===== src/rtl/seq_divider_16x8_pkg.sv =====
`default_nettype none
// ============================================================================
//  Module   : seq_div_pkg
//  Purpose  : Shared widths, FSM state type and seven-segment glyphs for the
//             16x8 sequential restoring divider.
//  Options  : SEQ_DIV_SEG7_EN enables the seven-segment status outputs.
//  Revision : 1.0  initial release
// ============================================================================
package seq_div_pkg;

    localparam int DIVIDEND_W = 16;
    localparam int DIVISOR_W  = 8;

    // Counter value of the final quotient-bit iteration.
    localparam logic [3:0] ITER_LAST = 4'd15;

    typedef enum logic [1:0] {
        IDLE = 2'd0,
        CALC = 2'd1,
        DONE = 2'd2
    } state_t;

    // Status codes fed to the segment decoder.
    localparam logic [3:0] SEG_CODE_IDLE = 4'h0;
    localparam logic [3:0] SEG_CODE_CALC = 4'h1;
    localparam logic [3:0] SEG_CODE_DONE = 4'h2;
    localparam logic [3:0] SEG_CODE_ERR  = 4'hE;

    // Glyphs, bit order {a,b,c,d,e,f,g}, active-high.
    localparam logic [6:0] SEG_GLYPH_0   = 7'b1111110;
    localparam logic [6:0] SEG_GLYPH_1   = 7'b0110000;
    localparam logic [6:0] SEG_GLYPH_2   = 7'b1101101;
    localparam logic [6:0] SEG_GLYPH_E   = 7'b1001111;
    localparam logic [6:0] SEG_GLYPH_OFF = 7'b0000000;

endpackage
`default_nettype wire


===== src/rtl/seq_divider_16x8_if.sv =====
`default_nettype none
// ============================================================================
//  Module   : seq_divider_16x8_if
//  Purpose  : Start/done handshake and operand/result bus of the divider.
//             master = requester, slave = divider.
//  Revision : 1.0  initial release
// ============================================================================
interface seq_divider_16x8_if;
    import seq_div_pkg::*;

    logic                  start;
    logic [DIVIDEND_W-1:0] dividend;
    logic [DIVISOR_W-1:0]  divisor;
    logic                  done;
    logic                  div_by_zero;
    logic [DIVIDEND_W-1:0] quotient;
    logic [DIVISOR_W-1:0]  remainder;

    modport master (
        output start, dividend, divisor,
        input  done, div_by_zero, quotient, remainder
    );

    modport slave (
        input  start, dividend, divisor,
        output done, div_by_zero, quotient, remainder
    );
endinterface
`default_nettype wire


===== src/rtl/seq_divider_16x8_seg7_decoder.sv =====
`default_nettype none
// ============================================================================
//  Module   : div_seg7_decoder
//  Purpose  : Combinational 4-bit status code to seven-segment glyph.
//             Only built when SEQ_DIV_SEG7_EN is defined.
//  Revision : 1.0  initial release
// ============================================================================
`ifdef SEQ_DIV_SEG7_EN
module div_seg7_decoder
    import seq_div_pkg::*;
(
    input  logic [3:0] code_i,
    output logic [6:0] seg_o
);

    // Map each status code to its glyph; unknown codes blank the display.
    always_comb begin
        seg_o = SEG_GLYPH_OFF;
        case (code_i)
            SEG_CODE_IDLE: seg_o = SEG_GLYPH_0;
            SEG_CODE_CALC: seg_o = SEG_GLYPH_1;
            SEG_CODE_DONE: seg_o = SEG_GLYPH_2;
            SEG_CODE_ERR:  seg_o = SEG_GLYPH_E;
            default:       seg_o = SEG_GLYPH_OFF;
        endcase
    end

endmodule
`endif
`default_nettype wire


===== src/rtl/seq_divider_16x8.sv =====
`default_nettype none
// ============================================================================
//  Module   : seq_divider_16x8
//  Purpose  : 16-by-8 unsigned restoring divider, one quotient bit per clock,
//             start/done handshake. Divide by zero returns all-ones and flags
//             div_by_zero one cycle after the accept edge.
//  Options  : SEQ_DIV_SEG7_EN adds seg_a..seg_g status outputs.
//  Revision : 1.0  initial release
// ============================================================================
module seq_divider_16x8
    import seq_div_pkg::*;
(
    input  logic              clk,
    input  logic              reset_a,
    seq_divider_16x8_if.slave bus
`ifdef SEQ_DIV_SEG7_EN
    ,
    output logic              seg_a,
    output logic              seg_b,
    output logic              seg_c,
    output logic              seg_d,
    output logic              seg_e,
    output logic              seg_f,
    output logic              seg_g
`endif
);

    state_t                state_q, state_d;
    logic [3:0]            cnt_q,   cnt_d;
    logic [DIVISOR_W:0]    pr_q,    pr_d;
    logic [DIVIDEND_W-1:0] q_q,     q_d;
    logic [DIVISOR_W-1:0]  dvsr_q,  dvsr_d;
    logic                  done_q,  done_d;
    logic                  dz_q,    dz_d;
    logic [DIVIDEND_W-1:0] quot_q,  quot_d;
    logic [DIVISOR_W-1:0]  rem_q,   rem_d;

    logic                  w_accept;
    logic                  w_ge;
    logic [DIVISOR_W:0]    w_trial;
    logic [DIVISOR_W:0]    w_diff;

    // A new operation is only taken when idle or once a result is showing;
    // in DONE with done still low the divide-by-zero result is being posted.
    assign w_accept = bus.start &&
                      ((state_q == IDLE) || ((state_q == DONE) && done_q));

    // Shift the next dividend bit into the partial remainder and trial-subtract.
    // PR[8] is always 0; if it were set the subtraction would be due anyway.
    assign w_trial = {pr_q[DIVISOR_W-1:0], q_q[DIVIDEND_W-1]};
    assign w_ge    = pr_q[DIVISOR_W] | (w_trial >= {1'b0, dvsr_q});
    assign w_diff  = w_trial - {1'b0, dvsr_q};

    // Next-state, iteration and result logic.
    always_comb begin
        state_d = state_q;
        cnt_d   = cnt_q;
        pr_d    = pr_q;
        q_d     = q_q;
        dvsr_d  = dvsr_q;
        done_d  = done_q;
        dz_d    = dz_q;
        quot_d  = quot_q;
        rem_d   = rem_q;
        case (state_q)
            IDLE, DONE: begin
                if (w_accept) begin
                    dvsr_d  = bus.divisor;
                    pr_d    = '0;
                    q_d     = bus.dividend;
                    cnt_d   = '0;
                    done_d  = 1'b0;
                    dz_d    = 1'b0;
                    state_d = (bus.divisor == '0) ? DONE : CALC;
                end else if ((state_q == DONE) && !done_q) begin
                    done_d = 1'b1;
                    dz_d   = 1'b1;
                    quot_d = '1;
                    rem_d  = '1;
                end
            end
            CALC: begin
                pr_d  = w_ge ? w_diff : w_trial;
                q_d   = {q_q[DIVIDEND_W-2:0], w_ge};
                cnt_d = cnt_q + 4'd1;
                if (cnt_q == ITER_LAST) begin
                    state_d = DONE;
                    done_d  = 1'b1;
                    quot_d  = {q_q[DIVIDEND_W-2:0], w_ge};
                    rem_d   = w_ge ? w_diff[DIVISOR_W-1:0] : w_trial[DIVISOR_W-1:0];
                end
            end
            default: state_d = IDLE;
        endcase
    end

    // State, datapath and output registers; reset aborts any operation.
    always_ff @(posedge clk or negedge reset_a) begin
        if (!reset_a) begin
            state_q <= IDLE;
            cnt_q   <= '0;
            pr_q    <= '0;
            q_q     <= '0;
            dvsr_q  <= '0;
            done_q  <= 1'b0;
            dz_q    <= 1'b0;
            quot_q  <= '0;
            rem_q   <= '0;
        end else begin
            state_q <= state_d;
            cnt_q   <= cnt_d;
            pr_q    <= pr_d;
            q_q     <= q_d;
            dvsr_q  <= dvsr_d;
            done_q  <= done_d;
            dz_q    <= dz_d;
            quot_q  <= quot_d;
            rem_q   <= rem_d;
        end
    end

    assign bus.done        = done_q;
    assign bus.div_by_zero = dz_q;
    assign bus.quotient    = quot_q;
    assign bus.remainder   = rem_q;

`ifdef SEQ_DIV_SEG7_EN
    logic [3:0] code_q, code_d;
    logic [6:0] w_seg;

    // Status code follows the state being entered so it changes with done.
    always_comb begin
        code_d = SEG_CODE_IDLE;
        if (state_d == CALC)
            code_d = SEG_CODE_CALC;
        else if (state_d == DONE)
            code_d = (dz_d || !done_d) ? SEG_CODE_ERR : SEG_CODE_DONE;
    end

    // Registered status code keeps the segment outputs glitch-free.
    always_ff @(posedge clk or negedge reset_a) begin
        if (!reset_a)
            code_q <= SEG_CODE_IDLE;
        else
            code_q <= code_d;
    end

    div_seg7_decoder u_seg7 (
        .code_i (code_q),
        .seg_o  (w_seg)
    );

    assign {seg_a, seg_b, seg_c, seg_d, seg_e, seg_f, seg_g} = w_seg;
`endif

endmodule
`default_nettype wire


===== src/flat_wrapper.sv =====
// flat-port wrapper written by rule: the top's interface ports become plain ports
module seq_divider_16x8_flat import seq_div_pkg::*;
  (clk, reset_a, bus_start, bus_dividend, bus_divisor, bus_done, bus_div_by_zero, bus_quotient, bus_remainder);
  seq_divider_16x8_if bus_i ();
  input  logic clk;
  input  logic reset_a;
  input wire logic [$bits(bus_i.start)-1:0] bus_start;
  input wire logic [$bits(bus_i.dividend)-1:0] bus_dividend;
  input wire logic [$bits(bus_i.divisor)-1:0] bus_divisor;
  output wire logic [$bits(bus_i.done)-1:0] bus_done;
  output wire logic [$bits(bus_i.div_by_zero)-1:0] bus_div_by_zero;
  output wire logic [$bits(bus_i.quotient)-1:0] bus_quotient;
  output wire logic [$bits(bus_i.remainder)-1:0] bus_remainder;
  assign bus_i.start = bus_start;
  assign bus_i.dividend = bus_dividend;
  assign bus_i.divisor = bus_divisor;
  assign bus_done = bus_i.done;
  assign bus_div_by_zero = bus_i.div_by_zero;
  assign bus_quotient = bus_i.quotient;
  assign bus_remainder = bus_i.remainder;
  seq_divider_16x8 u_core (.clk(clk), .reset_a(reset_a), .bus(bus_i));
endmodule

===== config.mk =====
export PLATFORM = sky130hd
export DESIGN_NAME = seq_divider_16x8_flat
export DESIGN_NICKNAME = d
export VERILOG_FILES = /design/src/rtl/seq_divider_16x8_pkg.sv /design/src/rtl/seq_divider_16x8_if.sv /design/src/rtl/seq_divider_16x8_seg7_decoder.sv /design/src/rtl/seq_divider_16x8.sv /design/src/flat_wrapper.sv
export SDC_FILE = /design/constraint.sdc
export NUM_CORES = 1
export LEC_CHECK = 0
export BUFFER_PORTS_ARGS = -buffer_cell sky130_fd_sc_hd__buf_2
export CORE_MARGIN = 2
export CORE_UTILIZATION = 55
export CTS_CLUSTER_SIZE = 20
export DETAILED_ROUTE_END_ITERATION = 6
export PLACE_DENSITY_LB_ADDON = 0.2
export SLEW_MARGIN = 20
export SYNTH_ARGS = -nofsm -noshare
export SYNTH_HDL_FRONTEND = slang
export SYNTH_HIERARCHICAL = 1
export SYNTH_SLANG_ARGS = --single-unit

===== constraint.sdc =====
create_clock -name clk -period 2.2 [get_ports clk]
set_clock_uncertainty 0.1 [all_clocks]
set_input_delay 0.33 -clock clk [delete_from_list [all_inputs] [get_ports clk]]
set_output_delay 0.33 -clock clk [all_outputs]
set_load 0.005 [all_outputs]

==> reports/metrics.cfg, run 1 <==
[run_status]
status=finished clean

[power_and_ir_drop]
total_power_uw=7483
power_density_nw_per_um2=1878
ir_drop_mv=0.8316
leakage_uw=0.001854

[sta]
hold_viol=0
period_needed_ns=2.130
setup_viol=0
fmax_mhz=469.4
slew_viol_final=0
period_share_pct=96.84
worst_slew_pin_slew_ns=0.6941
max-slew-margin-rel_pct=53.72

[floorplan]
core_sq_um=5851
ios=53
initial_core_util_pct=56.35
die_x_um=81.43
die_area_sq_um=6630
std_cell_rows=28
die_y_um=81.43

[global_routing]
grt_max_degree=43
grt_usage_pct=24.18
grt_pass1_vias=2546
grt_overflow=0
antenna_found_initial=0
grt_pass1_wl_um=12260

[cells_and_area]
final_nets=463
syn2layout_area_growth_pct=20.87
diodes=0
post-route-cell-area_sq_um=3985
drive_gt1_share_pct=27.67

[setup_path]
crit_path_top_delay_cell=dfrtp_1
path_class=reg2reg
critPathTopFamily=compound AO/OA/AOI/OAI gates
max_stage_delay_ns=0.43
crit_chain=ha_1 > nand4_1 > o21ai_2 > buf_4 > nor3_1 > o32a_1
crit_required_ns=2.31
arrival_ns=2.24
startpoint_type=flip-flop
worst-path-buf-inv=1
cp_max_fo=12
end_kind=flip-flop

[routing]
firstDrtPassIters=5
antenna_left=0
drc=0
drt_iter0_drc=297
drt-total-wl_um=7750
vias_per_cell=5.735
via_count=2896
avgRoutedWirePerCell_um=15.35

[logic_synthesis]
avgSynthCellArea_sq_um=9.209
synthAdderAreaFrac_pct=4.023
synth_edf_count=0
synthMuxAreaShare_pct=0.3036
ys_seq_elements=65
synth_top_family_by_area=compound AO/OA/AOI/OAI gates
synthArstFlopShare_pct=100.0
syn_inst=358
synth_fp_nets=395
synthDistinctLibCells=49
synth_ff_type=dfrtp_1
synth_xor_area_share_pct=1.063
ys_warn_count=6
ys_seq_area_share_pct=49.34
synth-compound-area-share_pct=21.37
yosys.area_share.simple_pct=18.44
synth_area_sq_um=3297

[clocking]
cts_tree=built
clock_sinks=65
clkLatencyLatePin_ns=0.33
clockBufferDepth=2
cts_inserted_buffers=9
h-tree-depth=3
root_buffer=clkbuf_8
clk_pin_slew_ns=0.07

[run]
drv_cap=0

[place]
routabilityCongestion=0.9689
dp_hpwl_um=5238
portBuffers=52
dpl-instance-area_sq_um=3690

[min_path]
hold_path_class=in2reg

[tightest hold or removal path, stage by stage]
cell and delay [ns]:
buf_2 0.09, nand2_1 0.04, nand2_1 0.04
[metal layers]
layer,up-vias,wire (um),global-route usage (%)
met5,-,0,0
met2,119,3549,34.67
met1,1372,3631,36.42
met3,2,541,4.945
met4,0,27,8.136
li1,1403,-,-
[stage by stage]
stage	setup WS [ns]	cells	setup TNS [ns]	hold slack, ns	utilization, %
finish	0.06955	505	0	0.1147	68.11
global route	-0.02232	505	-0.02232	0.1107	68.11
CTS	-0.01055	500	-0.01055	0.1002	66.17
detailed placement	0.02319	484	0	0.2999	63.07
global placement	0.08360	484	0	0.2848	63.07
floorplan	0.2337	358	0	-0.06559	-
[logic make-up (layout without fill, tap and decap cells)]
group                    count (synthesis)  after routing
XOR/XNOR                                 4              4
adder cells (fa/ha/maj)                 10             10
flip-flops                              65             65
AO/OA/AOI/OAI                          104            106
buffers and inverters                   34            104
multiplexers                             1              1
AND/OR/NAND/NOR                        140            140
[worst paths after layout]
check / from / end / slack (ns) / cells after the start
min: bus_divisor[0] / u_core/dvsr_q[0] / 0.11 / 3
max in group asynchronous: reset_a / u_core/bus.quotient[7] / 0.93 / 3
max: u_core/pr_q[4] / u_core/bus.remainder[2] / 0.07 / 6
min in group asynchronous: reset_a / u_core/bus.remainder[7] / 0.46 / 2
max reg2reg: u_core/pr_q[4] / u_core/bus.remainder[2] / 0.07 / 6
min reg2reg: u_core/bus.div_by_zero / u_core/bus.div_by_zero / 0.38 / 2
[final cells by class]
| type | instances | area, sq um |
|---|---|---|
| fillers | 476 | 1866 |
| flip-flops and latches | 65 | 1627 |
| repair buffers | 77 | 462.9 |
| multi-input cells | 261 | 1585 |
| well taps | 75 | 93.84 |
| inverters | 12 | 45.04 |
| clock buffers | 11 | 141.4 |
| clock inverters | 4 | 30.03 |
[cell usage after synthesis, types with 5 or more instances]
cell	number	share of area, %
inv_1	12	1.4
a31oi_1	21	4.0
clkbuf_1	8	0.91
nand4_1	5	0.95
buf_2	6	0.91
nand2_1	64	7.3
o21ai_0	21	3.2
nor2_1	44	5.0
dfrtp_1	65	49
ha_1	9	3.4
a21oi_1	27	4.1
nand3_1	9	1.4
buf_4	5	1.1
[power by group]
group	leakage, uW	internal (uW)	total, uW	switching (uW)
clock network	0.0000854	435	870	435
logic	0.00100	1920	4500	2590
registers	0.000768	1770	2110	337
[cells in the final DEF, fill, tap and decap left out, types with 4 or more instances in the layout]
cell / instances
o21ai_0: 21
buf_4: 23
dfrtp_1: 65
nand4_1: 5
buf_2: 52
nor2_1: 44
clkbuf_8: 10
inv_1: 12
a31oi_1: 21
nand3_1: 8
ha_1: 7
a21oi_1: 26
o21ai_1: 4
a21o_1: 4
nand2_1: 63
[sequential cells by signal, indices dropped and copies added (netlist names), 2 cells and up]
name	cells
u_core/q_q	16
u_core/state_q	2
u_core/cnt_q	4
u_core/bus.remainder	8
u_core/dvsr_q	8
u_core/pr_q	9
u_core/bus.quotient	16
[timing repair]
action / in CTS / in global routing
gates cloned: 0 / 2
pin swaps: 0 / 3
buffers inserted: 0 / 3
resized for setup: 0 / 11
setup endpoints to repair: 1 / 15
endpoints found under the hold margin: 24 / 0
hold buffers: 1 / 0
Power figures use the tool's default switching activity.
==> run 2, diff against run 1 <==
--- a/config.mk
+++ b/config.mk
@@ -7,7 +7,7 @@
 export LEC_CHECK = 0
 export BUFFER_PORTS_ARGS = -buffer_cell sky130_fd_sc_hd__buf_2
 export CORE_MARGIN = 2
-export CORE_UTILIZATION = 55
+export CORE_UTILIZATION = 51
 export CTS_CLUSTER_SIZE = 20
 export DETAILED_ROUTE_END_ITERATION = 6
 export PLACE_DENSITY_LB_ADDON = 0.2
==> constraint.sdc (replaced) <==
create_clock -name clk -period 1.9 [get_ports clk]
set_clock_uncertainty 0.1 [all_clocks]
set_input_delay 0.285 -clock clk [delete_from_list [all_inputs] [get_ports clk]]
set_output_delay 0.285 -clock clk [all_outputs]
set_load 0.005 [all_outputs]
==> run 2 against run 1 <==
Compared with the run above: design area is 13% higher; die area is 7.4% higher; sequential share of layout area is 4.7 points lower; critical path type unchanged; largest cell class is now multi-input combinational cells; register-to-register slack worse by 0.19 ns; non-clock buffer count is 24 higher; utilization is 3.2 points higher; final cell count is 5.1% higher; the run now ends with negative setup slack left; clock-buffer cell count is 1 lower; sequential power is 15% higher; first-iteration DRC count stayed put; setup slack worse by 0.19 ns.
==> reports/metrics.cfg, run 2 (synthesis results as in run 1) <==
[run_status]
status=finished with violations
violations=negative setup slack

[sta]
max-slew-margin-rel_pct=69.18
fmax_mhz=495.5
setup_viol=17
worst_slew_pin_slew_ns=0.4622
hold_viol=0
period_share_pct=106.2
period_needed_ns=2.018
slew_viol_final=0
rsz0062_at_grt=yes
worst_slack_ns=-0.1181
holdWs_ns=0.05784

[power_and_ir_drop]
ir_drop_mv=1.287
leakage_uw=0.002041
power_density_nw_per_um2=2380
total_power_uw=10720

[routing]
drt_iter0_drc=297
vias_per_cell=5.648
drc=0
firstDrtPassIters=6
via_count=2999
avgRoutedWirePerCell_um=16.11
antenna_left=0
drt-total-wl_um=8556

[place]
dp_hpwl_um=5315
portBuffers=52
routabilityCongestion=0.8486
place_ws_ns=-0.1579

[cells_and_area]
final_cell_mix=64 x dfrtp_1, 60 x nand2_1, 53 x buf_2, 43 x nor2_1, 38 x buf_4
regArea_sq_um=1628
syn2layout_area_growth_pct=36.55
nFillCells=466
final_common_cell=dfrtp_1
final_nets=486
multi_input_area_sq_um=1812
diodes=0
drive_gt1_share_pct=38.55

[clocking]
clock_sinks=65
clkLatencyLatePin_ns=0.34
cts_inserted_buffers=9
clockBufferDepth=2
root_buffer=clkbuf_8
clk_pin_slew_ns=0.08
h-tree-depth=3
cts_tree=built

[setup_path]
crit_required_ns=2.02
cp_max_fo=8
arrival_ns=2.14
path_class=reg2reg
crit_path_top_delay_cell=dfrtp_1
crit_chain=ha_4 > a21oi_4 > nand2_4 > o211ai_4 > a21oi_2 > o32a_1
max_stage_delay_ns=0.42
end_kind=flip-flop
startpoint_type=flip-flop

[floorplan]
initial_core_util_pct=52.22
die_y_um=84.40
std_cell_rows=29
ios=53
core_sq_um=6314
die_x_um=84.40
die_area_sq_um=7123

[global_routing]
grt_usage_pct=24.07
grt_overflow=0
grt_max_degree=66
grt_pass1_vias=2734
grt_pass1_wl_um=13550
antenna_found_initial=0

[min_path]
hold_path_class=in2reg

[run]
drv_cap=0

run 2: changes by cell type in the layout (fill, tap and decap cells not counted), moves of 3 or more:
| cell | change |
|---|---|
| buf_4 | +15 |
| buf_6 | +7 |
| a21oi_1 | -5 |
| ha_1 | -5 |
| ha_4 | +4 |
| a21oi_2 | +3 |
| bufinv_16 | +3 |
| inv_1 | -3 |
| inv_2 | +3 |
| nand2_1 | -3 |
run 2: area by class of cell:
class / count / area share, %
Clock buffer: 10 / 2.835
Clock inverter: 6 / 2.529
Inverter: 12 / 1.001
Multi-Input combinational cell: 260 / 40.24
Sequential cell: 65 / 36.16
Tap cell: 77 / 2.140
Timing Repair Buffer: 101 / 15.09
run 2: timing repair:
item                                    4_1_cts  5_1_grt
hold buffers                                  1        0
gates cloned                                  1        1
setup buffers                                 3        2
hold endpoints to repair                     65        0
pin swaps                                    20       27
endpoints found under the setup margin       19       35
resized for setup                            32       23
run 2: per-layer routing:
layer  vias to the layer above  routed length, um  global-route usage [%]  share of wire [%]
met5                         -                  0                       0                  0
met3                        18                591                   4.621                6.9
met1                      1420               4103                   36.56                 48
li1                       1441                  -                       -                  -
met4                         0                134                   8.947                1.6
met2                       120               3726                   34.42                 44
run 2: path summary, 6_finish.rpt:
path	start	to	slack, ns	cells after the start
worst min register to register	u_core/bus.div_by_zero	u_core/bus.div_by_zero	0.38	2
max in group asynchronous	reset_a	u_core/dvsr_q[3]	1.02	3
worst max register to register	u_core/pr_q[5]	u_core/bus.remainder[2]	-0.12	6
worst min-delay path	bus_divisor[7]	u_core/dvsr_q[7]	0.06	3
worst max-delay path	u_core/pr_q[5]	u_core/bus.remainder[2]	-0.12	6
min in group asynchronous	reset_a	u_core/bus.remainder[5]	0.37	3
run 2: through the flow:
stage / instance area, sq um / utilization [%] / std cells / TNS [ns]
5_1_grt: 4502 / 71.30 / 531 / -2.202
4_1_cts: 4368 / 69.18 / 528 / -0.5629
3_3_place_gp: 3915 / 62.01 / 507 / -1.365
6_report: 4502 / 71.30 / 531 / -1.227
3_5_place_dp: 3915 / 62.01 / 507 / -1.783
2_1_floorplan: 3363 / - / 358 / -0.007168
run 2: critical path: cells and delay by family, from the launching register on:
kind            cells  cell delay, ns
simple gates        1            0.11
flops               1            0.42
fa+ha+maj           1            0.28
compound gates      4            0.99
run 2: where the power goes:
part | switching, uW | internal [uW]
registers | 378 | 2050
clock network | 578 | 877
logic | 3630 | 3210
total | 4580 | 6130
